### src/rtl/ultrasonic_ranger_if.sv
// Pin-level and result bundle between the HC-SR04 ranger and its surroundings.
// master: the ranger itself; slave: the sensor/consumer side (bench, top-level glue).
interface ultrasonic_ranger_if;
  logic       echo;
  logic       trig;
  logic [8:0] distance_cm;
  logic       dist_valid;
  logic       timeout;
  logic       near;
  logic       busy;

  modport master (
    input  echo,
    output trig,
    output distance_cm,
    output dist_valid,
    output timeout,
    output near,
    output busy
  );

  modport slave (
    output echo,
    input  trig,
    input  distance_cm,
    input  dist_valid,
    input  timeout,
    input  near,
    input  busy
  );
endinterface

### src/rtl/ultrasonic_ranger.sv
// HC-SR04 ranger: periodic trigger pulse, echo-width timing, conversion to whole centimetres.
// All outputs are registered; echo is brought into the clock domain by a 2-FF synchronizer.
module ultrasonic_ranger #(
  parameter int unsigned TRIG_CYCLES      = 500,
  parameter int unsigned CM_CYCLES        = 2900,
  parameter int unsigned MAX_CM           = 400,
  parameter int unsigned ECHO_WAIT_CYCLES = 1500000,
  parameter int unsigned PERIOD_CYCLES    = 3000000,
  parameter int unsigned NEAR_CM          = 20
) (
  input logic                 clk,
  input logic                 rst_n,
  ultrasonic_ranger_if.master bus
);

  localparam int unsigned CW = $clog2(PERIOD_CYCLES + 1);
  localparam int unsigned SW = $clog2(CM_CYCLES + 1);
  localparam logic [CW-1:0] PERIOD_LAST = CW'(PERIOD_CYCLES - 1);
  localparam logic [CW-1:0] TRIG_LAST   = CW'(TRIG_CYCLES - 1);
  localparam logic [CW-1:0] WAIT_LAST   = CW'(ECHO_WAIT_CYCLES - 1);
  localparam logic [SW-1:0] SUB_LAST    = SW'(CM_CYCLES - 1);
  localparam logic [8:0]    MAX_CNT     = 9'(MAX_CM);
  localparam logic [8:0]    NEAR_CNT    = 9'(NEAR_CM);

  typedef enum logic [2:0] {
    IDLE      = 3'd0,
    TRIG      = 3'd1,
    WAIT_ECHO = 3'd2,
    MEASURE   = 3'd3,
    DONE      = 3'd4
  } state_t;

  state_t        state_r, state_next_s;
  logic [CW-1:0] period_r, cnt_r;
  logic [SW-1:0] sub_r;
  logic [8:0]    cm_r, cm_inc_s;
  logic          echo_meta_r, echo_sync_r, echo_prev_r, echo_rise_s, sub_wrap_s;
  logic [8:0]    result_cm_s;
  logic          result_timeout_s;
  logic          trig_r, busy_r, dist_valid_r, timeout_r, near_r;
  logic [8:0]    distance_r;
  logic          trig_s, busy_s, dist_valid_s, timeout_s, near_s;
  logic [8:0]    distance_s;

  assign echo_rise_s = echo_sync_r & ~echo_prev_r;
  assign sub_wrap_s  = (sub_r == SUB_LAST);
  assign cm_inc_s    = cm_r + 9'd1;

  always_ff @(posedge clk or negedge rst_n) begin
    if (!rst_n) begin
      echo_meta_r <= 1'b0;
      echo_sync_r <= 1'b0;
      echo_prev_r <= 1'b0;
    end else begin
      echo_meta_r <= bus.echo;
      echo_sync_r <= echo_meta_r;
      echo_prev_r <= echo_sync_r;
    end
  end

  always_ff @(posedge clk or negedge rst_n) begin
    if (!rst_n) begin
      state_r <= IDLE;
    end else begin
      state_r <= state_next_s;
    end
  end

  always_comb begin
    state_next_s     = state_r;
    result_cm_s      = cm_r;
    result_timeout_s = 1'b0;
    case (state_r)
      IDLE: begin
        if (period_r == PERIOD_LAST) state_next_s = TRIG;
        else                         state_next_s = IDLE;
      end
      TRIG: begin
        if (cnt_r == TRIG_LAST) state_next_s = WAIT_ECHO;
        else                    state_next_s = TRIG;
      end
      WAIT_ECHO: begin
        // Only a genuine low->high edge starts timing; a level already high is ignored.
        if (echo_rise_s) begin
          state_next_s = MEASURE;
        end else if (cnt_r == WAIT_LAST) begin
          state_next_s     = DONE;
          result_cm_s      = MAX_CNT;
          result_timeout_s = 1'b1;
        end else begin
          state_next_s = WAIT_ECHO;
        end
      end
      MEASURE: begin
        if (!echo_sync_r) begin
          state_next_s = DONE;
        end else if (sub_wrap_s && (cm_inc_s == MAX_CNT)) begin
          state_next_s     = DONE;
          result_cm_s      = MAX_CNT;
          result_timeout_s = 1'b1;
        end else begin
          state_next_s = MEASURE;
        end
      end
      DONE:    state_next_s = IDLE;
      default: state_next_s = IDLE;
    endcase
  end

  always_comb begin
    trig_s       = (state_next_s == TRIG);
    busy_s       = (state_next_s == TRIG) || (state_next_s == WAIT_ECHO) ||
                   (state_next_s == MEASURE);
    dist_valid_s = (state_next_s == DONE);
    timeout_s    = 1'b0;
    distance_s   = distance_r;
    near_s       = near_r;
    if (state_next_s == DONE) begin
      timeout_s  = result_timeout_s;
      distance_s = result_cm_s;
      near_s     = (result_cm_s < NEAR_CNT);
    end else begin
      timeout_s  = 1'b0;
    end
  end

  always_ff @(posedge clk or negedge rst_n) begin
    if (!rst_n) begin
      trig_r       <= 1'b0;
      busy_r       <= 1'b0;
      dist_valid_r <= 1'b0;
      timeout_r    <= 1'b0;
      near_r       <= 1'b0;
      distance_r   <= MAX_CNT;
    end else begin
      trig_r       <= trig_s;
      busy_r       <= busy_s;
      dist_valid_r <= dist_valid_s;
      timeout_r    <= timeout_s;
      near_r       <= near_s;
      distance_r   <= distance_s;
    end
  end

  // The edge that detects the echo rise already counts as the first high cycle (sub starts at 1).
  always_ff @(posedge clk or negedge rst_n) begin
    if (!rst_n) begin
      period_r <= PERIOD_LAST;
      cnt_r    <= {CW{1'b0}};
      sub_r    <= {SW{1'b0}};
      cm_r     <= 9'd0;
    end else begin
      if ((state_r == IDLE) && (state_next_s == TRIG)) period_r <= {CW{1'b0}};
      else if (period_r == PERIOD_LAST)                period_r <= {CW{1'b0}};
      else                                             period_r <= period_r + {{(CW-1){1'b0}}, 1'b1};
      if (state_next_s != state_r) cnt_r <= {CW{1'b0}};
      else                         cnt_r <= cnt_r + {{(CW-1){1'b0}}, 1'b1};
      if ((state_r == WAIT_ECHO) && (state_next_s == MEASURE)) begin
        sub_r <= SW'(1);
        cm_r  <= 9'd0;
      end else if (state_r == MEASURE) begin
        if (sub_wrap_s) begin
          sub_r <= {SW{1'b0}};
          cm_r  <= cm_inc_s;
        end else begin
          sub_r <= sub_r + {{(SW-1){1'b0}}, 1'b1};
        end
      end
    end
  end

  assign bus.trig        = trig_r;
  assign bus.busy        = busy_r;
  assign bus.dist_valid  = dist_valid_r;
  assign bus.timeout     = timeout_r;
  assign bus.near        = near_r;
  assign bus.distance_cm = distance_r;

endmodule

### src/flat_wrapper.sv
// flat-port wrapper written by rule: the top's interface ports become plain ports
module ultrasonic_ranger_flat 
#(
  parameter int unsigned TRIG_CYCLES      = 500,
  parameter int unsigned CM_CYCLES        = 2900,
  parameter int unsigned MAX_CM           = 400,
  parameter int unsigned ECHO_WAIT_CYCLES = 1500000,
  parameter int unsigned PERIOD_CYCLES    = 3000000,
  parameter int unsigned NEAR_CM          = 20
)
  (clk, rst_n, bus_echo, bus_trig, bus_distance_cm, bus_dist_valid, bus_timeout, bus_near, bus_busy);
  ultrasonic_ranger_if bus_i ();
  input logic clk;
  input logic rst_n;
  input wire logic [$bits(bus_i.echo)-1:0] bus_echo;
  output wire logic [$bits(bus_i.trig)-1:0] bus_trig;
  output wire logic [$bits(bus_i.distance_cm)-1:0] bus_distance_cm;
  output wire logic [$bits(bus_i.dist_valid)-1:0] bus_dist_valid;
  output wire logic [$bits(bus_i.timeout)-1:0] bus_timeout;
  output wire logic [$bits(bus_i.near)-1:0] bus_near;
  output wire logic [$bits(bus_i.busy)-1:0] bus_busy;
  assign bus_i.echo = bus_echo;
  assign bus_trig = bus_i.trig;
  assign bus_distance_cm = bus_i.distance_cm;
  assign bus_dist_valid = bus_i.dist_valid;
  assign bus_timeout = bus_i.timeout;
  assign bus_near = bus_i.near;
  assign bus_busy = bus_i.busy;
  ultrasonic_ranger #(.TRIG_CYCLES(TRIG_CYCLES), .CM_CYCLES(CM_CYCLES), .MAX_CM(MAX_CM), .ECHO_WAIT_CYCLES(ECHO_WAIT_CYCLES), .PERIOD_CYCLES(PERIOD_CYCLES), .NEAR_CM(NEAR_CM)) u_core (.clk(clk), .rst_n(rst_n), .bus(bus_i));
endmodule
### config.mk
export PLATFORM = sky130hd
export DESIGN_NAME = ultrasonic_ranger_flat
export DESIGN_NICKNAME = d
export VERILOG_FILES = /design/src/rtl/ultrasonic_ranger_if.sv /design/src/rtl/ultrasonic_ranger.sv /design/src/flat_wrapper.sv
export SDC_FILE = /design/constraint.sdc
export NUM_CORES = 1
export LEC_CHECK = 0
export ABC_AREA = 1
export BUFFER_PORTS_ARGS = -buffer_cell sky130_fd_sc_hd__buf_2
export CORE_ASPECT_RATIO = 1.1
export CORE_MARGIN = 5
export CORE_UTILIZATION = 69
export CTS_BUF_LIST = sky130_fd_sc_hd__clkbuf_4
export DETAILED_ROUTE_END_ITERATION = 7
export PLACE_DENSITY = 0.86
export REMOVE_ABC_BUFFERS = 1
export SLEW_MARGIN = 25
export SYNTH_ARGS = -nofsm -noshare
export SYNTH_HDL_FRONTEND = slang
export SYNTH_SLANG_ARGS = --single-unit
export TNS_END_PERCENT = 50
### constraint.sdc
create_clock -name clk -period 3.2 [get_ports clk]
set_input_delay 0 -clock clk [delete_from_list [all_inputs] [get_ports clk]]
set_output_delay 0 -clock clk [all_outputs]
set_load 0.005 [all_outputs]
# Yosys cells after proc, flatten, opt, wreduce, memory -nomap -nowiden
# Cells that the tools add are included.
# totals
elab_cells,70
register_bits,85
inputBits,3
# op_classes
reduce_logical,9
mux,27
eq_ne,13
add_sub_neg,4
bitwise_logic,2
n_lt_le_gt_ge,1
# op_table
cell,n
22-bit 2-to-1 mux,3
9-bit 2-to-1 mux,7
"22-bit by 1-bit adder with 22-bit output, second input constant",2
12-bit 2-to-1 mux,3
"22-bit by 21-bit equality test with 1-bit output, second input constant",1
"22-bit equality test, second input constant",1
"22-bit by 9-bit equality test with 1-bit output, second input constant",1
9-bit case mux with 2 select lines,1
"12-bit by 1-bit adder with 12-bit output, second input constant",1
"12-bit equality test, second input constant",1
"3-bit by 2-bit equality test with 1-bit output, second input constant",4
3-bit 2-to-1 mux,4
3-bit case mux with 4 select lines,1
"9-bit by 1-bit adder with 9-bit output, second input constant",1
"9-bit equality test, second input constant",1
"9-bit by 5-bit < comparator with 1-bit output, second input constant",1
"3-bit by 1-bit equality test with 1-bit output, second input constant",2
1-bit 2-to-1 mux,6
2-bit nonzero test,2
"3-bit equality test, second input constant",1
1-bit logical AND,3
3-bit logical NOT,1
3-bit inequality test,1
1-bit logical OR,2
5 further kinds,5

# Depth between registers and ports, before layout
# depth
depth_word,10
ltp_mapped,15
ltp_nobuf,15

# Least setup slack after synthesis
# OpenSTA, ideal clock, no wires.
# synth_path
path_kind,register -> register
from,reg u_core.period_r[0]
to,reg u_core.cnt_r[12]
path_stages_with_launch,12
setup_ns,0.128
arrival_time_ns,1.792
path_buffers,1
t_required_ns,3.072
synth_period_minus_slack_ns,1.920
path_slack_ns,1.280
path_cell_list,dfstp_2 -> ha_1 -> nand2_1 -> nor4_4 -> nand3_1 -> nor2_1 -> nor2_1 -> nand2_2 -> nand2_2 -> nand3_4 -> buf_12 -> nor2_4
# synth_via
elab_chain_cells,5
# synth_rtl
item,line,text
"start, declared",ultrasonic_ranger.sv:34,"logic [CW-1:0] period_r, cnt_r;"
"start signal, assigned",ultrasonic_ranger.sv:153,if ((state_r == IDLE) && (state_next_s == TRIG)) period_r <= {CW{1'b0}};
"start signal, assigned",ultrasonic_ranger.sv:154,else if (period_r == PERIOD_LAST) period_r <= {CW{1'b0}};
"start signal, assigned",ultrasonic_ranger.sv:155,"else period_r <= period_r + {{(CW-1){1'b0}}, 1'b1};"
22-bit equality test,ultrasonic_ranger.sv:75,if (period_r == PERIOD_LAST) state_next_s = TRIG;
1-bit 2-to-1 mux,ultrasonic_ranger.sv:75,
3-bit case mux with 4 select lines,ultrasonic_ranger.sv:73,case (state_r)
named net u_core.state_next_s[0],ultrasonic_ranger.sv:33,"state_t state_r, state_next_s;"
3-bit inequality test,ultrasonic_ranger.sv:156,if (state_next_s != state_r) cnt_r <= {CW{1'b0}};
22-bit 2-to-1 mux,ultrasonic_ranger.sv:156,
"end signal, assigned",ultrasonic_ranger.sv:149,cnt_r <= {CW{1'b0}};
"end signal, assigned",ultrasonic_ranger.sv:156,
"end signal, assigned",ultrasonic_ranger.sv:157,"else cnt_r <= cnt_r + {{(CW-1){1'b0}}, 1'b1};"
"end, declared",ultrasonic_ranger.sv:34,
# The timed path passes the listed nets, and every way through them passes these cells.
# A chain may end at the register's enable or synchronous reset.

# Worst setup path after layout
# layout_path
from,reg u_core.period_r[0]
to,reg u_core.cnt_r[21]
# layout_via
elab_chain_cells,5
# layout_rtl
item,line
22-bit equality test,ultrasonic_ranger.sv:75
1-bit 2-to-1 mux,ultrasonic_ranger.sv:75
3-bit case mux with 4 select lines,ultrasonic_ranger.sv:73
3-bit inequality test,ultrasonic_ranger.sv:156
22-bit 2-to-1 mux,ultrasonic_ranger.sv:156
# Every way passes these cells.

==> results.sh <==
export IMPL_grt_util_met2=0.3806
export IMPL_p_int_mw=1.255
export IMPL_vias=3850
export IMPL_totalWireLength_microns=9280
export IMPL_portBuffers=16
export IMPL_first_iter_violations=198
export IMPL_synth_fa_ha_area_frac=0.01298
export IMPL_nets=611
export IMPL_synth_edff_count=0
export IMPL_fin_crit_ps=2597
export IMPL_grt_usage=0.2330
export IMPL_switchingPower_uw=400.5
export IMPL_power_density_nw_per_um2=326.0
export IMPL_grt_max_degree=86
export IMPL_worst_path_stages=9
export IMPL_grt_overflow_total=0
export IMPL_diodes=0
export IMPL_worstSetupStartpoint="u_core.period_r[0]$_DFF_PN1_"
export IMPL_synth_seq_cells=85
export IMPL_crit_arrival_ps=2940
export IMPL_cpMostUsedCell="nor2_1"
export IMPL_fmax_ghz=0.3850
export IMPL_yosysMostFrequentCell="nand2_1"
export IMPL_rows=32
export IMPL_ys_warn_count=0
export IMPL_reg2reg_setup_slack_ps=600
export IMPL_slowest_delay_ps=570
export IMPL_die_h_microns=97.66
export IMPL_grt_pass1_wl_microns=16280
export IMPL_drc=0
export IMPL_ir_drop_mv=0.2500
export IMPL_finalHoldViolCount=0
export IMPL_die_w_microns=89.69
export IMPL_totalNegativeSetupSlack_ps=0
export IMPL_synth_flop_cell="dfrtp_1"
export IMPL_p_clk_frac=0.333
export IMPL_routedWlPerCell_microns=13.39
export IMPL_io_pins=17
export IMPL_worstRegToRegCells=9
export IMPL_start_kind="flip-flop"
export IMPL_end_kind="flip-flop"
export IMPL_timing_worst_setup_path_type="reg -> reg"
export IMPL_busiest_layer="met2"
export IMPL_grt_pass1_vias=3732
export IMPL_core_area_sq_um=6927
export IMPL_power_frac_seq=0.652
export IMPL_slew_violations=0
export IMPL_slowest_stage="dfstp_2"
export IMPL_vias_per_cell=5.556
export IMPL_cap_violations=0
export IMPL_power_leakage_nw=2.322
export IMPL_area_growth_pct=5.374
export IMPL_fin_crit_sh=0.8117
export IMPL_dp_cells=675
export IMPL_avgSynthCellArea_sq_um=8.281
export IMPL_max_slew_margin=0.5046
export IMPL_crit_family="simple AND/OR/NAND/NOR gates"
export IMPL_synth_top_family_by_area="simple AND/OR/NAND/NOR gates"
export IMPL_cts_repair_resized=0
export IMPL_finalNonFillerCells=693
export IMPL_dp_hpwl_microns=6841
export IMPL_synthMuxAreaShare=0
export IMPL_grt_use_met3=0.03562
export IMPL_crit_buf_inv=0
export IMPL_fill_cells=545
export IMPL_async_reset_ff_frac=1.000
export IMPL_r2r_end="u_core.cnt_r[21]$_DFF_PN0_"
export IMPL_p_comb_frac=0.015
export IMPL_cp_cell_sequence="ha_1 > nand2_1 > nor4_4 > nand3_1 > nor2_1 > nor2_1 > nand3_1 > nand3_4 > nor2_1"
export IMPL_synth_area_sq_um=4820
export IMPL_swShare=0.2419
export IMPL_die_area_sq_um=8758
export IMPL_status="finished clean"
export IMPL_root_buffer="clkbuf_4"
export IMPL_cts_sinks=85
export IMPL_ys_types=41
export IMPL_post_cts_buffers=0
export IMPL_h_tree_depth=3
export IMPL_grt_antenna_before_repair=0
export IMPL_synth_area_top_cells="dfrtp_1 35%, dfstp_2 9.8%, nand2_1 7.6%, inv_1 6.4%, nor2_1 6.3%"
export IMPL_yosysTopAreaCell="dfrtp_1"
export IMPL_cts_max_path_buffers=2
export IMPL_start_util=0.6958
export IMPL_skew_ps=21.33
export IMPL_regToRegStartpoint="u_core.period_r[0]$_DFF_PN1_"
export IMPL_drive_gt1_frac=0.1760
export IMPL_cts_made_buffers=9
export IMPL_worst_pin_slew_ps=742.3
export IMPL_synth_compound_area_frac=0.06282
export IMPL_synth_common_cells="97 x nand2_1, 82 x inv_1, 81 x nor2_1"
export IMPL_synth_top_area_share=0.3479
export IMPL_synth_xor_area_frac=0.05452
export IMPL_worstHoldPathType="in -> async"
export IMPL_met1_usage=0.3031
export IMPL_place_gp_congestion=0.9159
export IMPL_clk_latency_ps=440
export IMPL_cts_clk_slew_worst_paths_ps=140
export IMPL_first_pass_iters=4
export IMPL_crit_end="u_core.cnt_r[21]$_DFF_PN0_"
export IMPL_cts_tree="done"
export IMPL_yosys_area_share_simple=0.3403
export IMPL_setup_viol=0
export IMPL_crit_path_max_fanout=22
export IMPL_grt_setup_unrepaired="no"
export IMPL_ant_nets=0
export IMPL_required_ps=3540
export IMPL_ys_seq_area_frac=0.4460
export IMPL_synthCells=582
cells by family after synthesis:
logic type | after synthesis
and+or+nand+nor | 317
buffers and inverters | 95
DFF | 85
AOI/OAI and AO/OA | 50
xor gates and xnor gates | 30
adders and majority gates | 5
power by group through the flow:
stage               Combinational, mW  Clock, mW  Sequential (mW)
CTS                            0.0259      0.570             1.08
global placement               0.0237          0             1.10
detailed placement             0.0240          0             1.10
finish                         0.0250      0.552             1.08
floorplan                     0.00179          0             1.10
global route                   0.0305      0.613             1.08
worst min-delay path by stage:
stage                               endpoint  depth (start not counted)      from
3_3_place_gp    u_core.echo_meta_r$_DFF_PN0_                          1  bus_echo
4_1_cts         u_core.echo_meta_r$_DFF_PN0_                          2  bus_echo
6_report       u_core.period_r[17]$_DFF_PN0_                          2     rst_n
2_1_floorplan      u_core.bus.busy$_DFF_PN0_                          0     rst_n
3_5_place_dp    u_core.echo_meta_r$_DFF_PN0_                          1  bus_echo
5_1_grt        u_core.period_r[17]$_DFF_PN0_                          2     rst_n
state kept, by name (all words and copies together) (netlist names):
signal	count
u_core.bus.timeout	1
u_core.bus.dist_valid	1
u_core.bus.near	1
u_core.echo_sync_r	1
u_core.period_r	22
u_core.sub_r	12
u_core.echo_prev_r	1
u_core.bus.busy	1
u_core.state_r	3
u_core.cm_r	9
u_core.cnt_r	22
u_core.bus.trig	1
u_core.echo_meta_r	1
u_core.bus.distance_cm	9
stage by stage:
| stage | cell area [sq um] | worst slack [ps] | hold slack (ps) | total power, mW | utilization |
|---|---|---|---|---|---|
| after floorplan | 4745 | 1018 | -295.6 | 1.100 | - |
| after global placement | 4933 | 765.4 | 109.1 | 1.121 | 0.7122 |
| final | 5079 | 602.7 | 154.6 | 1.655 | 0.7332 |
| after CTS | 5075 | 571.3 | 181.8 | 1.674 | 0.7327 |
| after global routing | 5079 | 350.0 | 201.9 | 1.723 | 0.7332 |
| after detailed placement | 4933 | 621.1 | 115.6 | 1.122 | 0.7122 |
layer usage:
metal / vias to the layer above / routed length, microns
met5: - / 0
met4: 0 / 184
met3: 17 / 361
met2: 77 / 4607
met1: 1838 / 4127
li1: 1918 / -
cells in the final DEF (no fill, tap or decap), types with 2 or more instances in the layout:
cell	n
a21oi_1	8
a31oi_1	2
and3_1	2
buf_2	15
clkbuf_4	10
clkinvlp_4	2
dfrtp_1	67
dfstp_2	18
dlygate4sd3_1	2
ha_1	5
inv_1	82
inv_2	4
inv_6	2
nand2_1	97
nand2_2	9
nand3_1	33
nand3_2	5
nand4_1	22
nor2_1	81
nor2_2	9
nor2_4	21
nor3_1	23
nor3_2	3
nor4_1	5
o21a_1	7
o21ai_0	19
o21ai_1	2
o22ai_1	5
o32ai_1	2
or2_2	2
xnor2_1	6
xor2_1	24
worst reg2reg max path, stage by stage, from the launching register on:
cell     delay (ps)
dfstp_2         570
ha_1            180
nand2_1         150
nor4_4          200
nand3_1         260
nor2_1          170
nor2_1           90
nand3_1         120
nand3_4         480
nor2_1          280
cell type report:
cell class / instances / area [sq um] / share of cell area
timing repair buffer: 18 / 106.4 / 0.02094
sequential: 85 / 2150 / 0.4233
clock inverter: 6 / 46.29 / 0.009116
multi-input combinational: 402 / 2268 / 0.4467
inverter: 87 / 326.6 / 0.06430
tap: 85 / 106.4 / 0.02094
clock buffer: 10 / 75.07 / 0.01478
what timing repair did:
action,CTS,global route
hold endpoints to repair,68,0
setup endpoints to repair,0,0
hold buffers,2,0
Note: power is estimated with default switching activity, not from simulation.
